$ cat src/rtl/synchronization.sv
// 1000BASE-X PCS receive code-group synchronization.
// Finds K28.5 alignment, labels groups even/odd, reports sync_status.
module synchronization (
   input  logic       clk,
   input  logic       mr_main_reset,
   input  logic [9:0] rx_code_group,
   input  logic       signal_detect,
   output logic [9:0] SUDI,
   output logic       EVEN,
   output logic       sync_status
);

   // Running-disparity-negative encodings, bits abcdei_fghj
   localparam logic [9:0] D00_0 = 10'b100111_0100;
   localparam logic [9:0] D01_0 = 10'b011101_0100;
   localparam logic [9:0] D02_0 = 10'b101101_0100;
   localparam logic [9:0] D03_0 = 10'b110001_1011;
   localparam logic [9:0] D02_2 = 10'b101101_0101;
   localparam logic [9:0] D16_2 = 10'b011011_0101;
   localparam logic [9:0] D26_4 = 10'b010110_1101;
   localparam logic [9:0] D06_5 = 10'b011001_1010;
   localparam logic [9:0] D21_5 = 10'b101010_1010;
   localparam logic [9:0] D05_6 = 10'b101001_0110;
   localparam logic [9:0] K28_5 = 10'b001111_1010;
   localparam logic [9:0] K23_7 = 10'b111010_1000;
   localparam logic [9:0] K27_7 = 10'b110110_1000;
   localparam logic [9:0] K29_7 = 10'b101110_1000;

   typedef enum logic [3:0] {
      LOSS_OF_SYNC,
      COMMA_DETECT_1,
      COMMA_DETECT_2,
      COMMA_DETECT_3,
      ACQUIRE_SYNC_1,
      ACQUIRE_SYNC_2,
      SYNC_ACQUIRED_1,
      SYNC_ACQUIRED_2,
      SYNC_ACQUIRED_2A,
      SYNC_ACQUIRED_3,
      SYNC_ACQUIRED_3A,
      SYNC_ACQUIRED_4,
      SYNC_ACQUIRED_4A
   } state_t;

   state_t     state, state_nxt;
   logic       rx_even, even_nxt;
   logic [1:0] good_cgs, good_nxt;
   logic       sync_nxt;
   logic       comma, data, valid, cgbad;

   always_comb begin
      comma = (rx_code_group == K28_5);
      data  = rx_code_group inside {
         D00_0, D01_0, D02_0, D03_0, D02_2,
         D16_2, D26_4, D06_5, D21_5, D05_6};
      valid = data | comma |
              (rx_code_group inside {K23_7, K27_7, K29_7});
      cgbad = !valid | (comma & rx_even);
   end

   always_comb begin
      state_nxt = state;
      case (state)
         LOSS_OF_SYNC:
            if (comma) state_nxt = COMMA_DETECT_1;
         COMMA_DETECT_1:
            state_nxt = data ? ACQUIRE_SYNC_1 : LOSS_OF_SYNC;
         COMMA_DETECT_2:
            state_nxt = data ? ACQUIRE_SYNC_2 : LOSS_OF_SYNC;
         COMMA_DETECT_3:
            state_nxt = data ? SYNC_ACQUIRED_1 : LOSS_OF_SYNC;
         ACQUIRE_SYNC_1:
            if (cgbad) state_nxt = LOSS_OF_SYNC;
            else if (comma && !rx_even) state_nxt = COMMA_DETECT_2;
         ACQUIRE_SYNC_2:
            if (cgbad) state_nxt = LOSS_OF_SYNC;
            else if (comma && !rx_even) state_nxt = COMMA_DETECT_3;
         SYNC_ACQUIRED_1:
            if (cgbad) state_nxt = SYNC_ACQUIRED_2;
         SYNC_ACQUIRED_2:
            state_nxt = cgbad ? SYNC_ACQUIRED_3 : SYNC_ACQUIRED_2A;
         SYNC_ACQUIRED_2A:
            if (cgbad) state_nxt = SYNC_ACQUIRED_3;
            else if (good_cgs == 2'd3) state_nxt = SYNC_ACQUIRED_1;
         SYNC_ACQUIRED_3:
            state_nxt = cgbad ? SYNC_ACQUIRED_4 : SYNC_ACQUIRED_3A;
         SYNC_ACQUIRED_3A:
            if (cgbad) state_nxt = SYNC_ACQUIRED_4;
            else if (good_cgs == 2'd3) state_nxt = SYNC_ACQUIRED_2;
         SYNC_ACQUIRED_4:
            state_nxt = cgbad ? LOSS_OF_SYNC : SYNC_ACQUIRED_4A;
         SYNC_ACQUIRED_4A:
            if (cgbad) state_nxt = LOSS_OF_SYNC;
            else if (good_cgs == 2'd3) state_nxt = SYNC_ACQUIRED_3;
         default:
            state_nxt = LOSS_OF_SYNC;
      endcase
      if (!signal_detect) state_nxt = LOSS_OF_SYNC;
   end

   // Entry actions fire on every edge, self-loops included
   always_comb begin
      even_nxt = !rx_even;
      good_nxt = good_cgs;
      unique case (1'b1)
         state_nxt inside {COMMA_DETECT_1, COMMA_DETECT_2,
                           COMMA_DETECT_3}:
            even_nxt = 1'b1;
         state_nxt inside {SYNC_ACQUIRED_2, SYNC_ACQUIRED_3,
                           SYNC_ACQUIRED_4}:
            good_nxt = 2'd0;
         state_nxt inside {SYNC_ACQUIRED_2A, SYNC_ACQUIRED_3A,
                           SYNC_ACQUIRED_4A}:
            good_nxt = (good_cgs == 2'd3) ? 2'd3 : good_cgs + 2'd1;
         default: ;
      endcase
      sync_nxt = state_nxt inside {
         SYNC_ACQUIRED_1, SYNC_ACQUIRED_2, SYNC_ACQUIRED_2A,
         SYNC_ACQUIRED_3, SYNC_ACQUIRED_3A,
         SYNC_ACQUIRED_4, SYNC_ACQUIRED_4A};
   end

   always_ff @(posedge clk or negedge mr_main_reset) begin
      if (!mr_main_reset) begin
         state       <= LOSS_OF_SYNC;
         rx_even     <= 1'b0;
         good_cgs    <= 2'd0;
         SUDI        <= 10'b0;
         sync_status <= 1'b0;
      end else begin
         state       <= state_nxt;
         rx_even     <= even_nxt;
         good_cgs    <= good_nxt;
         SUDI        <= rx_code_group;
         sync_status <= sync_nxt;
      end
   end

   assign EVEN = rx_even;

endmodule

$ cat config.mk
export PLATFORM = sky130hd
export DESIGN_NAME = synchronization
export DESIGN_NICKNAME = d
export VERILOG_FILES = /design/src/rtl/synchronization.sv
export SDC_FILE = /design/constraint.sdc
export NUM_CORES = 1
export LEC_CHECK = 0
export CORE_ASPECT_RATIO = 1.25
export CORE_MARGIN = 2
export CORE_UTILIZATION = 50
export CTS_CLUSTER_DIAMETER = 120
export DETAILED_ROUTE_END_ITERATION = 8
export PLACE_DENSITY_LB_ADDON = 0.3
export SYNTH_ARGS = -nofsm -noshare
export SYNTH_HDL_FRONTEND = slang
export SYNTH_SLANG_ARGS = --single-unit
$ cat constraint.sdc
create_clock -name clk -period 2.5 [get_ports clk]
set_clock_uncertainty 0.05 [all_clocks]
set_input_delay 0.375 -clock clk [delete_from_list [all_inputs] [get_ports clk]]
set_output_delay 0.375 -clock clk [all_outputs]
set_load 0.01 [all_outputs]
==> metrics, run 1 <==
outcome complete, no violations; Clk Latency, worst-skew pair 0.29 ns; share of the synthesized area in the top cell type 37.85%; via count 1232; post-synthesis cell area 1190 um2; CP endpoint kind register; sequential share of the synthesized area 37.85%; Pint 0.0004165 W; first-pass GRT wire length 5306 um; die area 2788 um2; total power 0.0005535 W; DRT iter0 DRCs 49; Post-synth ARST share 100.0%; multi-input combinational cell area 765.7 um2; Worst path slowest cell or3b_4; H-tree depth 1; Clk network pwr share 24.9%; Post-Syn Nets 131; Worst Setup Slack, final 0.09701 ns; largest area contributor in the netlist dfrtp_1; Synth-to-Final Area Change 48.05%; DP HPWL 2447 um; Die Width 47.63 um; Mean Syn Cell Area 10.08 um2; Clk pin slew, worst setup/hold paths 0.09 ns; DP Worst Slack -0.5968 ns; CP Class input pin to register; Hold Path Class input pin to register; layout cells sized above 1 39.53%; antenna-violating nets left 0; top post-synthesis cells by count dfrtp_1, nor2_1, a21oi_1, nor2b_1; Synth cell types 54; CP Buf/Inv Count 2; Final Hold Viols 0; Placed Cells 191; Mapped Cells 118; DR vias/cell 6.069; ys flop type dfrtp_1; Die Ht 58.54 um; Initial Util 53.25%; critical-path maximum fanout 5; Root Buffer clkbuf_4; synth warn 0; FF+latch area 450.4 um2; vias in the first global route 1164; Seq pwr share 54.5%; CTS tree built; RSZ-0062 raised after global routing false; GR Util All Layers 26.13%; initial antenna violation count 0; row cnt 19; Clock Path Buffers 2; P_leak 0.7919 nW; total CTS buffers 3; number of I/O pins 25; Remaining DRCs 0; crit path DAT 2.55 ns; Switch Pwr 0.0001370 W; gpl congestion 0.9701; final core occ 78.84%; Sw Share 24.76%; cells along the critical path dlygate4sd2_1 > buf_6 > a21oi_1 > and4b_1 > a21oi_1 > or3b_4 > mux2_4 > and3_4 > o41ai_2; Max Freq 416.1 MHz; most common cell in the synthesized netlist dfrtp_1; CP Launch Type input pin; number of synthesized flops with an enable pin 0; drt wl/cell 18.07 um; CP peak stage delay 0.45 ns; most frequent CP cell a21oi_1; final setup violation count 0; crit share post-route 96.12%; min Tclk post-route 2.403 ns; fill cell count 161; Core ar. 2235 um2; final wirelength 3668 um; Worst-Margin Slew 0.7736 ns; critical path data required time 2.64 ns; Peak supply drop 0.5493 mV; IO Port Bufs 24; HP Start rx_code_group[3]; CP Launch Point rx_code_group[6]; Relative slew margins 48.26%; P per Cell Area 314.2 nW/um2; diode count 0; Final nets 187; largest cells by area after synthesis dfrtp_1, nor2b_1, mux2i_1; largest net degree at the start of global routing 19; setup tns final 0 ns; drt pass-1 iters 4; clk sinks 18; #FFs+latches synth 18; Critical R2R Launch state[2]$_DFF_PN0_; Logic pwr share 20.6%; number of max-cap violations 0; delay-heaviest family, CP simple AND/OR/NAND/NOR gates; Slew Limit Fails 0; GRT Residual Overflow 0; final non-filler cell total 203
[through the flow]
| step | hold slack [ns] | instance area, um2 |
|---|---|---|
| after CTS | 0.2982 | 1689 |
| final | 0.1530 | 1762 |
| after global routing | 0.1365 | 1762 |
| after floorplan | 0.02941 | 1190 |
| after global placement | 0.4534 | 1624 |
| after detailed placement | 0.4663 | 1624 |
[cells in the final DEF, fill, tap and decap left out, types with 3 or more instances in the layout]
master	n
o211ai_1	3
a21oi_1	4
buf_6	5
clkbuf_2	4
mux2i_1	3
a31oi_1	3
nand2_1	4
nor2_1	6
clkbuf_4	3
clkdlybuf4s50_1	14
nor2b_1	5
o21ai_0	3
nand3_1	3
buf_4	32
dfrtp_1	18
[layer usage]
layer  vias to the layer above  track usage (%)  share of wire (%)
met5                         -                0                  0
met4                         0            6.564                1.3
met3                         7            7.055                5.1
met2                        54            46.91                 56
met1                       597            29.47                 38
li1                        574                -                  -
[flip-flops by register name, summed over array words and instances, names as in the netlist]
| signal | flops |
|---|---|
| good_cgs | 2 |
| SUDI | 10 |
| state | 4 |
| EVEN | 1 |
| sync_status | 1 |
[power groups by stage]
stage                      logic, W  clock network (W)  registers, W
after floorplan           0.0000243                  0      0.000312
after global placement     0.000103                  0      0.000307
after detailed placement   0.000107                  0      0.000308
after CTS                  0.000105           0.000142      0.000302
after global routing       0.000121           0.000158      0.000303
final                      0.000114           0.000138      0.000302
[layout make-up]
cell class / instances / share of cell area, %
timing repair buffer: 57 / 26.70
tap: 31 / 2.202
multi-input combinational: 91 / 43.47
sequential: 18 / 25.57
inverter: 3 / 0.7812
clock buffer: 3 / 1.278
[what timing repair did]
| item | CTS | global route |
|---|---|---|
| resized for setup | 22 | 37 |
| buffers inserted | 4 | 7 |
| hold buffers | 0 | 0 |
| pin swaps | 4 | 11 |
| setup endpoints to repair | 5 | 3 |
| cloned | 0 | 0 |
[worst paths after layout]
kind	depth (start not counted)	endpoint	slack [ns]
max	9	EVEN$_DFF_PN0_	0.1
min in group asynchronous	1	SUDI[0]$_DFF_PN0_	0.48
max reg2reg	8	EVEN$_DFF_PN0_	0.20
min	1	SUDI[3]$_DFF_PN0_	0.15
min reg2reg	1	EVEN$_DFF_PN0_	0.49
max in group asynchronous	1	state[1]$_DFF_PN0_	1.44
[cells by family after synthesis]
group / share of synthesized area (%)
xor gates and xnor gates: 0.7362
buffers and inverters: 3.049
and+or+nand+nor: 29.55
muxes: 5.678
DFF: 37.85
AOI/OAI and AO/OA: 23.13
Power figures use the tool's default switching activity.
==> inputs of run 2 (changes only) <==
GPL_ROUTABILITY_DRIVEN = 0   (was unset)
==> results of run 2 <==
No change in the layout: final DEF, timing and power equal those of run 1.
==> inputs of run 3 (changes only) <==
REMOVE_ABC_BUFFERS = 1   (was unset)
SKIP_LAST_GASP = 1   (was unset)
==> run 3 against run 2 <==
  * Final cell count is 3.4% lower
  * Core utilization is 3.6 points lower
  * Critical path depth stayed put
  * Combinational power is 8% lower
  * Global-route usage is 2.6 points lower
  * Via count is 6.8% lower
  * Clock-buffer cell count is 1 higher
  * Critical endpoint unchanged
  * Highest routed layer unchanged
==> metrics, run 3 (synthesis results as in run 1) <==
outcome complete, no violations; first-pass GRT wire length 4823 um; H-tree depth 1; Clk pin slew, worst setup/hold paths 0.09 ns; die area 2788 um2; final wirelength 3000 um; vias in the first global route 1152; Clock Path Buffers 2; CP Class input pin to register; Relative slew margins 50.52%; Hold-fix buffers, CTS 0; Worst-Margin Slew 0.7399 ns; total power 0.0005769 W; Peak supply drop 0.5453 mV; row cnt 19; number of max-cap violations 0; DRT iter0 DRCs 19; DR vias/cell 5.857; FF-to-FF setup slack 0.31 ns; Final nets 179; initial antenna violation count 0; Die Width 47.63 um; drt wl/cell 15.31 um; Root Buffer clkbuf_4; Clk network pwr share 29.5%; Hold Path Class input pin to register; P_leak 0.7597 nW; antenna-violating nets left 0; cells along the critical path dlygate4sd2_1 > buf_4 > inv_2 > o32ai_1 > a2111o_1 > or3b_4 > mux2_4 > and3_4 > o41ai_2; worst hold margin 0.2072 ns; GRT Residual Overflow 0; Max Freq 412.5 MHz; total CTS buffers 3; drt pass-1 iters 4; Seq pwr share 52.3%; fill cell count 167; register with the most flip-flops SUDI; RSZ-0062 raised after global routing false; Core ar. 2235 um2; max reg flops 10; critical path data required time 2.65 ns; Logic pwr share 18.2%; Remaining DRCs 0; clk sinks 18; diode count 0; DP HPWL 2281 um; crit path DAT 2.57 ns; number of I/O pins 25; CP endpoint kind register; Clk Latency, worst-skew pair 0.29 ns; most common cell after layout, fill and taps aside buf_4; critical-path maximum fanout 5; Pint 0.0004441 W; Largest regs SUDI x10, state x4, good_cgs x2; Worst path slowest cell a2111o_1; CP peak stage delay 0.44 ns; final non-filler cell total 196; Synth-to-Final Area Change 41.22%; Slew Limit Fails 0; Sw Share 23.02%; GR Util All Layers 23.49%; Die Ht 58.54 um; most frequent cells in the layout buf_4, dfrtp_1, clkdlybuf4s50_1; via count 1148; min Tclk post-route 2.424 ns; final setup violation count 0; largest net degree at the start of global routing 19; IO Port Bufs 24; Placed Cells 189; CP Launch Type input pin; Final Hold Viols 0; Initial Util 53.25%; crit share post-route 96.96%; Switch Pwr 0.0001328 W; CTS tree built; layout cells sized above 1 36.36%; P per Cell Area 343.3 nW/um2
run 3: cell count changes in the layout (fill, tap and decap cells not counted), moves of 2 or more:
cell	previous run	this run
clkbuf_2	4	8
buf_6	5	1
a21oi_2	1	3
buf_4	32	24
nor4_2	2	0
run 3: timing repair:
| item | CTS | global route |
|---|---|---|
| gates resized for setup | 26 | 13 |
| pin swaps | 11 | 4 |
| setup buffers | 3 | 0 |
| endpoints found under the setup margin | 5 | 3 |
run 3: stage by stage:
stage / utilization (%) / setup slack [ns] / area [um2] / TNS [ns]
after global placement: 72.00 / -0.5309 / 1609 / -2.831
after global routing: 75.20 / 0.02772 / 1680 / 0
final: 75.20 / 0.07594 / 1680 / 0
after floorplan: - / 0.1197 / 1165 / 0
after detailed placement: 72.00 / -0.5827 / 1609 / -3.163
after CTS: 76.43 / 0.003329 / 1708 / 0
run 3: area by class of cell:
class                           instances  area [um2]  share of cell area, %
Timing Repair Buffer                   49       389.1                  23.16
Tap cell                               31       38.79                  2.308
Sequential cell                        18       450.4                  26.81
Clock buffer                            4       36.28                  2.159
Multi-Input combinational cell         91       754.5                  44.90
Inverter                                3       11.26                 0.6701
run 3: worst max-delay path: cells and delay by family:
| kind | cells | cell delay, ns |
|---|---|---|
| muxes | 1 | 0.34 |
| buffers and inverters | 3 | 0.48 |
| AOI/OAI and AO/OA | 3 | 0.78 |
| and+or+nand+nor | 2 | 0.59 |
run 3: worst paths after layout:
kind,to,cells past startpoint,from
worst max-delay path,EVEN$_DFF_PN0_,9,rx_code_group[6]
worst min-delay path,SUDI[4]$_DFF_PN0_,1,rx_code_group[4]
worst max register to register,EVEN$_DFF_PN0_,8,state[3]$_DFF_PN0_
worst min register to register,EVEN$_DFF_PN0_,1,EVEN$_DFF_PN0_
max in group asynchronous,SUDI[9]$_DFF_PN0_,1,mr_main_reset
min in group asynchronous,good_cgs[0]$_DFFE_PN0P_,1,mr_main_reset
run 3: power by group through the flow:
stage	clock network [W]	logic, W	registers (W)
final	0.000170	0.000105	0.000302
after global routing	0.000189	0.000112	0.000303
after CTS	0.000173	0.000105	0.000302
after detailed placement	0	0.000104	0.000308
after global placement	0	0.000102	0.000308
after floorplan	0	0.0000207	0.000312
run 3: metal layers:
layer	GRT usage, %	routed length [um]	up-vias
met4	10.04	77	0
met1	25.78	1210	548
li1	-	-	557
met3	4.908	106	8
met5	0	0	-
met2	41.70	1605	35
